### config.mk
export PLATFORM = sky130hd
export DESIGN_NAME = alu_serial
export DESIGN_NICKNAME = d
export VERILOG_FILES = /design/src/rtl/alu_serial_pkg.sv /design/src/rtl/alu_slice.sv /design/src/rtl/alu_serial.sv
export SDC_FILE = /design/constraint.sdc
export NUM_CORES = 1
export LEC_CHECK = 0
export ABC_CLOCK_PERIOD_IN_PS = 4420
export CAP_MARGIN = 20
export CORE_MARGIN = 3
export CORE_UTILIZATION = 45
export DETAILED_ROUTE_END_ITERATION = 8
export PLACE_DENSITY_LB_ADDON = 0.15
export SLEW_MARGIN = 20
export SYNTH_ARGS = -nofsm -noshare
export SYNTH_HDL_FRONTEND = slang
export SYNTH_SLANG_ARGS = --single-unit
export TNS_END_PERCENT = 100
### constraint.sdc
create_clock -name clk -period 4.42 [get_ports clk]
set_input_delay 0.884 -clock clk [delete_from_list [all_inputs] [get_ports clk]]
set_output_delay 0.884 -clock clk [all_outputs]
set_load 0.05 [all_outputs]
### src/rtl/alu_serial_pkg.sv
// Shared definitions for the slice-serial ALU: command encodings, default
// operand width, controller states and small command-decoding helpers.
package alu_defs;

    localparam int DEFAULT_WIDTH = 32;

    typedef enum logic [2:0] {
        CMD_ADD  = 3'd0,
        CMD_SUB  = 3'd1,
        CMD_XOR  = 3'd2,
        CMD_SLT  = 3'd3,
        CMD_AND  = 3'd4,
        CMD_NAND = 3'd5,
        CMD_NOR  = 3'd6,
        CMD_OR   = 3'd7
    } alu_cmd_e;

    typedef enum logic [1:0] {
        IDLE = 2'd0,
        RUN  = 2'd1,
        DONE = 2'd2
    } state_e;

    // Commands that add the inverted second operand plus an initial carry of one.
    function automatic logic is_sub_like(input alu_cmd_e cmd);
        return (cmd == CMD_SUB) || (cmd == CMD_SLT);
    endfunction

    // Commands whose carry out and overflow are reported on the response.
    function automatic logic reports_flags(input alu_cmd_e cmd);
        return (cmd == CMD_ADD) || (cmd == CMD_SUB);
    endfunction

endpackage

### src/rtl/alu_slice.sv
// Combinational SLICE-bit ALU slice. Arithmetic commands ripple a carry from
// cin to cout; logical commands ignore cin and drive cout low.
module alu_slice
    import alu_defs::*;
#(
    parameter int SLICE = 1
) (
    input  logic [SLICE-1:0] a,
    input  logic [SLICE-1:0] b,
    input  logic             cin,
    input  alu_cmd_e         command,
    output logic [SLICE-1:0] s,
    output logic             cout
);

    logic [SLICE-1:0] b_eff_s;
    logic [SLICE:0]   total_s;

    // Slice adder on the (possibly inverted) operand plus per-command result select.
    always_comb begin
        b_eff_s = is_sub_like(command) ? ~b : b;
        total_s = {1'b0, a} + {1'b0, b_eff_s} + {{SLICE{1'b0}}, cin};
        s       = total_s[SLICE-1:0];
        cout    = 1'b0;
        case (command)
            CMD_ADD, CMD_SUB, CMD_SLT: begin
                s    = total_s[SLICE-1:0];
                cout = total_s[SLICE];
            end
            CMD_XOR:  s = a ^ b;
            CMD_AND:  s = a & b;
            CMD_NAND: s = ~(a & b);
            CMD_NOR:  s = ~(a | b);
            CMD_OR:   s = a | b;
            default: begin
                s    = total_s[SLICE-1:0];
                cout = 1'b0;
            end
        endcase
    end

endmodule

### src/rtl/alu_serial.sv
// Slice-serial ALU responder. One request is captured in IDLE, SLICE bits are
// processed per cycle from the LSB up in RUN, and the registered result and
// flags are offered in DONE until the consumer takes them.
module alu_serial
    import alu_defs::*;
#(
    parameter int WIDTH = DEFAULT_WIDTH,
    parameter int SLICE = 1
) (
    input  logic             clk,
    input  logic             rst_n,
    input  logic             req_valid,
    output logic             req_ready,
    input  logic [WIDTH-1:0] operand_a,
    input  logic [WIDTH-1:0] operand_b,
    input  logic [2:0]       command,
    output logic             rsp_valid,
    input  logic             rsp_ready,
    output logic [WIDTH-1:0] result,
    output logic             carryout,
    output logic             zero,
    output logic             overflow
);

    localparam int N     = WIDTH / SLICE;
    localparam int CNT_W = (N > 1) ? $clog2(N) : 1;
    localparam logic [CNT_W-1:0] LAST_SLICE = CNT_W'(N - 1);

    state_e           state_q, state_d;
    logic [WIDTH-1:0] a_q, a_d;
    logic [WIDTH-1:0] b_q, b_d;
    logic             a_msb_q, a_msb_d;
    logic             b_msb_q, b_msb_d;
    alu_cmd_e         cmd_q, cmd_d;
    logic [CNT_W-1:0] cnt_q, cnt_d;
    logic             carry_q, carry_d;
    logic [WIDTH-1:0] acc_q, acc_d;
    logic             nz_q, nz_d;
    logic [WIDTH-1:0] result_q, result_d;
    logic             carryout_q, carryout_d;
    logic             zero_q, zero_d;
    logic             overflow_q, overflow_d;
    logic             req_ready_q, req_ready_d;
    logic             rsp_valid_q, rsp_valid_d;

    logic [SLICE-1:0] slice_sum_s;
    logic             slice_cout_s;
    logic [WIDTH-1:0] sum_full_s;
    logic             sum_msb_s;
    logic             b_prime_msb_s;
    logic             ovf_raw_s;
    logic             slt_bit_s;
    logic             nonzero_s;

    // The low SLICE bits of the shifting operand registers always hold slice k.
    alu_slice #(
        .SLICE (SLICE)
    ) u_slice (
        .a       (a_q[SLICE-1:0]),
        .b       (b_q[SLICE-1:0]),
        .cin     (carry_q),
        .command (cmd_q),
        .s       (slice_sum_s),
        .cout    (slice_cout_s)
    );

    // Final-slice view: full sum, signed overflow and the SLT bit.
    always_comb begin
        sum_full_s    = (acc_q >> SLICE) | (WIDTH'(slice_sum_s) << (WIDTH - SLICE));
        sum_msb_s     = slice_sum_s[SLICE-1];
        b_prime_msb_s = is_sub_like(cmd_q) ? ~b_msb_q : b_msb_q;
        ovf_raw_s     = (a_msb_q == b_prime_msb_s) && (sum_msb_s != a_msb_q);
        slt_bit_s     = sum_msb_s ^ ovf_raw_s;
        nonzero_s     = nz_q | (|slice_sum_s);
    end

    // Controller next state, datapath updates and output register loads.
    always_comb begin
        state_d    = state_q;
        a_d        = a_q;
        b_d        = b_q;
        a_msb_d    = a_msb_q;
        b_msb_d    = b_msb_q;
        cmd_d      = cmd_q;
        cnt_d      = cnt_q;
        carry_d    = carry_q;
        acc_d      = acc_q;
        nz_d       = nz_q;
        result_d   = result_q;
        carryout_d = carryout_q;
        zero_d     = zero_q;
        overflow_d = overflow_q;
        case (state_q)
            IDLE: begin
                if (req_valid) begin
                    a_d     = operand_a;
                    b_d     = operand_b;
                    a_msb_d = operand_a[WIDTH-1];
                    b_msb_d = operand_b[WIDTH-1];
                    cmd_d   = alu_cmd_e'(command);
                    cnt_d   = {CNT_W{1'b0}};
                    carry_d = is_sub_like(alu_cmd_e'(command));
                    acc_d   = {WIDTH{1'b0}};
                    nz_d    = 1'b0;
                    state_d = RUN;
                end else begin
                    state_d = IDLE;
                end
            end
            RUN: begin
                a_d     = a_q >> SLICE;
                b_d     = b_q >> SLICE;
                carry_d = slice_cout_s;
                acc_d   = sum_full_s;
                nz_d    = nonzero_s;
                cnt_d   = cnt_q + CNT_W'(1);
                if (cnt_q == LAST_SLICE) begin
                    state_d = DONE;
                    cnt_d   = {CNT_W{1'b0}};
                    if (cmd_q == CMD_SLT) begin
                        result_d   = WIDTH'(slt_bit_s);
                        zero_d     = ~slt_bit_s;
                        carryout_d = 1'b0;
                        overflow_d = 1'b0;
                    end else if (reports_flags(cmd_q)) begin
                        result_d   = sum_full_s;
                        zero_d     = ~nonzero_s;
                        carryout_d = slice_cout_s;
                        overflow_d = ovf_raw_s;
                    end else begin
                        result_d   = sum_full_s;
                        zero_d     = ~nonzero_s;
                        carryout_d = 1'b0;
                        overflow_d = 1'b0;
                    end
                end else begin
                    state_d = RUN;
                end
            end
            DONE: begin
                if (rsp_ready) begin
                    state_d = IDLE;
                end else begin
                    state_d = DONE;
                end
            end
            default: state_d = IDLE;
        endcase
        req_ready_d = (state_d == IDLE);
        rsp_valid_d = (state_d == DONE);
    end

    // State, datapath and output registers with asynchronous clear.
    always_ff @(posedge clk or negedge rst_n) begin
        if (!rst_n) begin
            state_q     <= IDLE;
            a_q         <= {WIDTH{1'b0}};
            b_q         <= {WIDTH{1'b0}};
            a_msb_q     <= 1'b0;
            b_msb_q     <= 1'b0;
            cmd_q       <= CMD_ADD;
            cnt_q       <= {CNT_W{1'b0}};
            carry_q     <= 1'b0;
            acc_q       <= {WIDTH{1'b0}};
            nz_q        <= 1'b0;
            result_q    <= {WIDTH{1'b0}};
            carryout_q  <= 1'b0;
            zero_q      <= 1'b0;
            overflow_q  <= 1'b0;
            req_ready_q <= 1'b1;
            rsp_valid_q <= 1'b0;
        end else begin
            state_q     <= state_d;
            a_q         <= a_d;
            b_q         <= b_d;
            a_msb_q     <= a_msb_d;
            b_msb_q     <= b_msb_d;
            cmd_q       <= cmd_d;
            cnt_q       <= cnt_d;
            carry_q     <= carry_d;
            acc_q       <= acc_d;
            nz_q        <= nz_d;
            result_q    <= result_d;
            carryout_q  <= carryout_d;
            zero_q      <= zero_d;
            overflow_q  <= overflow_d;
            req_ready_q <= req_ready_d;
            rsp_valid_q <= rsp_valid_d;
        end
    end

    assign req_ready = req_ready_q;
    assign rsp_valid = rsp_valid_q;
    assign result    = result_q;
    assign carryout  = carryout_q;
    assign zero      = zero_q;
    assign overflow  = overflow_q;

endmodule

=== Word level (Yosys, flattened, before mapping) ===
Cells that the tools add are included.

* Register bits after elaboration: 147
* Output and inout bits: 37
* Logic and storage cells: 86

* Add/subtract/negate cells: 3
* Equality and inequality tests: 16
* Muxes and demuxes: 27
* Bitwise operators: 12
* Reductions and logical operators: 12

{| class="wikitable"
|+ Operators with widths
! operator !! number
|-
| 32-bit one-hot mux with 2 select lines || 3
|-
| 32-bit 2-to-1 mux || 4
|-
| 31-bit by 32-bit OR with 32-bit output || 1
|-
| 3-bit == test (second input constant) || 4
|-
| 1-bit 2-to-1 mux || 11
|-
| 5-bit 2-to-1 mux || 2
|-
| 5-bit one-hot mux with 2 select lines || 1
|-
| 3-bit by 2-bit == test with 1-bit output (second input constant) || 3
|-
| 3-bit by 1-bit == test with 1-bit output (second input constant) || 2
|-
| 1-bit NOT || 6
|-
| 1-bit one-hot mux with 6 select lines || 1
|-
| 2-bit one-hot mux with 3 select lines || 1
|-
| 2-bit AND reduction || 3
|-
| 5-bit by 1-bit adder with 5-bit output (second input constant) || 1
|-
| 5-bit == test (second input constant) || 1
|-
| 2-bit == test (second input constant) || 2
|-
| 2-bit logical NOT || 2
|-
| 2-bit 2-to-1 mux || 2
|-
| 1-bit one-hot mux with 2 select lines || 2
|-
| 3-bit logical NOT || 1
|-
| 1-bit logical OR || 3
|-
| 3-bit OR reduction || 1
|-
| 1-bit by 1-bit adder with 2-bit output || 1
|-
| 2-bit by 1-bit adder with 2-bit output || 1
|-
| 9 further kinds || 11
|}

=== Longest topological paths before layout ===
* Depth after elaboration: 11
* Gate-level depth with buffers: 8

=== Cells and area by module ===
A second synthesis with hierarchy kept.

* Cells, all modules: 593
* Area total of the unflattened synthesis: 6278.5 µm²

{| class="wikitable"
|+ By module, submodules not included
! module !! times used !! cells an instance !! area an instance (µm²) !! sequential area each (µm²)
|-
| alu_serial || 1 || 580 || 6157.2 || 3654.8
|-
| alu_slice || 1 || 13 || 121.4 || 0.0
|}

=== Worst setup path after synthesis ===
OpenSTA, ideal clock, no wires.

* Path type: register to register
* From: reg cmd_q[0]
* To: reg zero_q (netlist: zero)
* Library setup time: 0.101 ns
* Data arrival time: 1.834 ns
* Data required time: 4.319 ns
* Path slack: 2.485 ns
* Stages on the path, launching flop included: 8
* Path buffers: 1
* Clock period less this slack: 1.935 ns
* Cells stage by stage: dfrtp_1 buf_2 and2b_1 xnor2_1 fa_1 o21ai_1 o21ba_1 o311ai_2

* Longest elaborated chain between the ends: 11
* Elaborated cells on any way between the ends: 23
* Those cells by class: add/sub: 2; eq/ne: 9; mux: 4; bitwise: 4; reduce/logical: 4

{| class="wikitable"
|+ RTL lines
! what !! RTL line !! source
|-
| start, declared || alu_serial.sv:34 || <nowiki>alu_cmd_e cmd_q, cmd_d;</nowiki>
|-
| start signal, assigned || alu_serial.sv:178 || <nowiki>cmd_q <= cmd_d;</nowiki>
|-
| 3-bit by 1-bit == test with 1-bit output / 3-bit by 2-bit == test with 1-bit output (equally long branches) || n/a ||
|-
| 1-bit logical OR || alu_serial_pkg.sv:26 || <nowiki>return (cmd == CMD_SUB) || (cmd == CMD_SLT);</nowiki>
|-
| 1-bit 2-to-1 mux || alu_slice.sv:21 || <nowiki>b_eff_s = is_sub_like(command) ? ~b : b;</nowiki>
|-
| 1-bit by 1-bit adder with 2-bit output || alu_slice.sv:22 || <nowiki>total_s = {1'b0, a} + {1'b0, b_eff_s} + {{SLICE{1'b0}}, cin};</nowiki>
|-
| 2-bit by 1-bit adder with 2-bit output || alu_slice.sv:22 ||
|-
| 1-bit one-hot mux with 6 select lines || alu_slice.sv:25 || <nowiki>case (command)</nowiki>
|-
| 1-bit inequality test || alu_serial.sv:72 || <nowiki>ovf_raw_s = (a_msb_q == b_prime_msb_s) && (sum_msb_s != a_msb_q);</nowiki>
|-
| 1-bit logical AND || alu_serial.sv:72 ||
|-
| 1-bit XOR || alu_serial.sv:73 || <nowiki>slt_bit_s = sum_msb_s ^ ovf_raw_s;</nowiki>
|-
| 1-bit NOT || alu_serial.sv:122 || <nowiki>zero_d = ~slt_bit_s;</nowiki>
|-
| 1-bit 2-to-1 mux * || alu_serial.sv:120 || <nowiki>if (cmd_q == CMD_SLT) begin</nowiki>
|-
| end signal, assigned || alu_serial.sv:185 || <nowiki>zero_q <= zero_d;</nowiki>
|-
| end, declared || alu_serial.sv:41 || <nowiki>logic zero_q, zero_d;</nowiki>
|}

Mark *: on every way between the ends. The rest lies on a longest branch, timed or not.
A chain may end at the register's enable or synchronous reset.

=== Worst setup path in the final report ===
* From: reg req_ready_q (netlist: req_ready)
* To: out req_ready

{| class="wikitable"
|+ RTL lines
! what !! RTL line !! source
|-
| start, declared || alu_serial.sv:43 || <nowiki>logic req_ready_q, req_ready_d;</nowiki>
|-
| start signal, assigned || alu_serial.sv:187 || <nowiki>req_ready_q <= req_ready_d;</nowiki>
|-
| end, declared || alu_serial.sv:13 || <nowiki>output logic req_ready,</nowiki>
|}

No word-level cell between the ends.

==> flow_metrics.tcl <==
set metrics [dict create \
    min_from "result[31]$_DFFE_PN0P_" \
    fp.dieW_microns 125 \
    max_slew_margin_pct 39.7 \
    core_sq_mm 0.0136 \
    cp_num_buf_inv 1 \
    cp_slowest_stage_delay_ns 0.79 \
    vias_per_cell 5.26 \
    fin_crit_ns 2.61 \
    cts_num_sinks 146 \
    syn_avg_cell_area_sq_um 9.51 \
    drive_gt1_share_pct 7.17 \
    crit_type "reg -> out" \
    ctsResizeCount 0 \
    maxCapViolations 0 \
    slowest_stage "clkdlybuf4s50_1" \
    worst_slew_pin_slew_ns 0.904 \
    cts_max_path_buffers 2 \
    synth_ff_type "dfrtp_1" \
    finClkSkew_ns 0.00557 \
    crit_family "buffers and inverters" \
    crit_path_end_kind "output pin" \
    synthArstFlopShare_pct 100 \
    grtUsageMet2_pct 29.5 \
    diodes 0 \
    ys_ff_latch 146 \
    r2r_start "cnt_q[0]$_DFFE_PN0P_" \
    startpoint_type "register" \
    drt-total-wl_mm 13.6 \
    synth.net_count 746 \
    ys_seq_area_share_pct 57.3 \
    row_count 42 \
    grt_max_degree 125 \
    cts_hold_repair.buffers 0 \
    powerDensity_mw_per_mm2 716 \
    hold_slack_ns 0.483 \
    hold_path_class "reg -> reg" \
    path_clk_slew_ns 0.05 \
    route.detailed.drc 0 \
    cp.required_ns 3.54 \
    cts_root_buffer "clkbuf_16" \
    postCtsSetupBuffers 0 \
    grt_overflow_total 0 \
    p_leak_uw 0.00371 \
    yosys_warnings 0 \
    ioPinCount 108 \
    cts_tree "yes" \
    antenna_found_initial 0 \
    drt-pass1-iter-count 7 \
    dpl.hpwl_mm 8.75 \
    area_growth_syn_to_layout_pct 27.1 \
    crit_chain "clkdlybuf4s50_1" \
    wl_per_cell_microns 14.4 \
    grt_use_total_pct 18.0 \
    slew_viol_final 0 \
    max_freq_ghz 0.384 \
    post-route-util_pct 59.8 \
    period_share_pct 58.9 \
    grt_pass1_vias 4831 \
    ir_drop_v 0.000303 \
    ant_nets 0 \
    portBuffers 107 \
    syn_area_sq_mm 0.00637 \
    start_util_pct 47.0 \
    grt.busiest_layer "met2" \
    critPathArrivalTime_ns 1.72 \
    hold_viol 0 \
    finalSetupViolCount 0 \
    fin_tns_setup_ns 0 \
    synth.distinct_cells 47 \
    outcome "finished clean" \
    num_vias 4964 \
    cp-startpoint "req_ready$_DFF_PN1_" \
    drtIter0Drc 340 \
    grt_pass1_wl_mm 23.2 \
    clk_latency_ns 0.42 \
    gp_congestion 0.763 \
    synth_edf_count 0 \
    htree_levels 4 \
    die_h_microns 125 \
    nets 830 \
    cp_max_fo 1 \
    met3_usage_pct 4.65 \
    fin_ws_ns 1.81 \
    die_area_sq_mm 0.0156 \
    rsz0062_at_grt "false" \
    cts_buffers 17 \
    use_met1_pct 23.2 \
    fillers 1164 \
    pre_cts_ws_ns 1.44 \
    syn_inst 670 \
]
[Yosys cell counts (2+ instances only)]
master | number | area, sq um
o21ai_1 | 5 | 25.0
a31oi_1 | 60 | 375
o41ai_1 | 3 | 26.3
clkbuf_1 | 15 | 56.3
inv_1 | 4 | 15.0
nand2_1 | 211 | 792
buf_6 | 11 | 124
mux2i_1 | 3 | 30.0
ha_1 | 4 | 50.1
buf_2 | 18 | 90.1
buf_1 | 6 | 22.5
nand3b_1 | 3 | 22.5
nor2_1 | 68 | 255
dfrtp_1 | 145 | 3630
o21ai_0 | 6 | 30.0
and2_1 | 2 | 12.5
nand3_2 | 4 | 40.0
a21oi_1 | 7 | 35.0
nand2b_1 | 6 | 37.5
nor2b_1 | 5 | 31.3
a22o_1 | 30 | 263
nand3_1 | 29 | 145
[worst register-to-register path: stages, from the launching register on]
cell and delay (ns):
dfrtp_1 0.40, ha_1 0.21, and3_1 0.17, ha_1 0.27, nand3b_4 0.43, nor2_2 0.36
buf_4 0.32, a22o_1 0.21
[final cells by class]
class                   instances  area (sq um)  area share (%)
repair buffers                116          1160            14.3
flip-flops and latches        146          3650            45.1
clock inverters                 9           125            1.54
multi-input cells             469          2420            29.9
clock buffers                  23           508            6.27
inverters                       4          15.0           0.185
well taps                     176           220            2.72
[cells by family (layout without fill, tap and decap cells)]
kind of cell               count (synthesis)  after routing  share of synthesized area (%)
adders and majority gates                  5              5                           1.10
AOI/OAI and AO/OA                        122            122                           13.4
DFF                                      146            146                           57.3
xor gates and xnor gates                   2              2                          0.275
buffers and inverters                     55            152                           4.95
and+or+nand+nor                          337            337                           22.5
muxes                                      3              3                          0.471
[metrics by stage]
step           instance area, sq um  power [uW]  std cells
2_1_floorplan                  6370        3750        670
3_3_place_gp                   7440        4210        910
3_5_place_dp                   7440        4300        910
4_1_cts                        8080        5830        942
5_1_grt                        8100        6220        943
6_report                       8100        5800        943
[layer usage]
metal  share of wire, %  wire [microns]
met1                 45            6150
met2                 48            6530
met3                5.3             719
met4                1.5             203
met5                  0               0
[worst paths after layout]
check	depth (start not counted)	end	slack, ns
min in group asynchronous	1	acc_q[27]$_DFFE_PN0P_	0.58
worst max-delay path	1	req_ready	1.81
worst min register to register	2	result[31]$_DFFE_PN0P_	0.48
worst max register to register	7	result[22]$_DFFE_PN0P_	1.99
worst min-delay path	2	result[31]$_DFFE_PN0P_	0.48
max in group asynchronous	2	result[16]$_DFFE_PN0P_	3.00
[sequential cells by signal, indices dropped and copies added, names as in the netlist]
signal and flops:
a_msb_q 1, a_q 32, acc_q 31, b_msb_q 1, b_q 32, carry_q 1
carryout 1, cmd_q 3, cnt_q 5, nz_q 1, overflow 1, req_ready 1
result 32, rsp_valid 1, state_q 2, zero 1
[power breakdown]
group / switching (uW) / internal, uW
Sequential: 382 / 1880
Clock: 534 / 974
Combinational: 1230 / 797
Total: 2140 / 3660
[cells in the final DEF (no fill, tap or decap), types with 3 or more instances in the layout]
| master | count |
|---|---|
| a21oi_1 | 7 |
| a22o_1 | 30 |
| a31oi_1 | 60 |
| buf_4 | 8 |
| bufinv_16 | 3 |
| clkbuf_16 | 17 |
| clkbuf_8 | 6 |
| clkdlybuf4s50_1 | 106 |
| clkinv_2 | 4 |
| dfrtp_1 | 145 |
| ha_1 | 4 |
| inv_1 | 4 |
| mux2i_1 | 3 |
| nand2_1 | 211 |
| nand2b_1 | 5 |
| nand3_1 | 29 |
| nand3_2 | 4 |
| nand3b_1 | 3 |
| nor2_1 | 67 |
| nor2b_1 | 4 |
| o21ai_0 | 6 |
| o21ai_1 | 5 |
| o41ai_1 | 3 |
(Power assumes the default switching activity.)
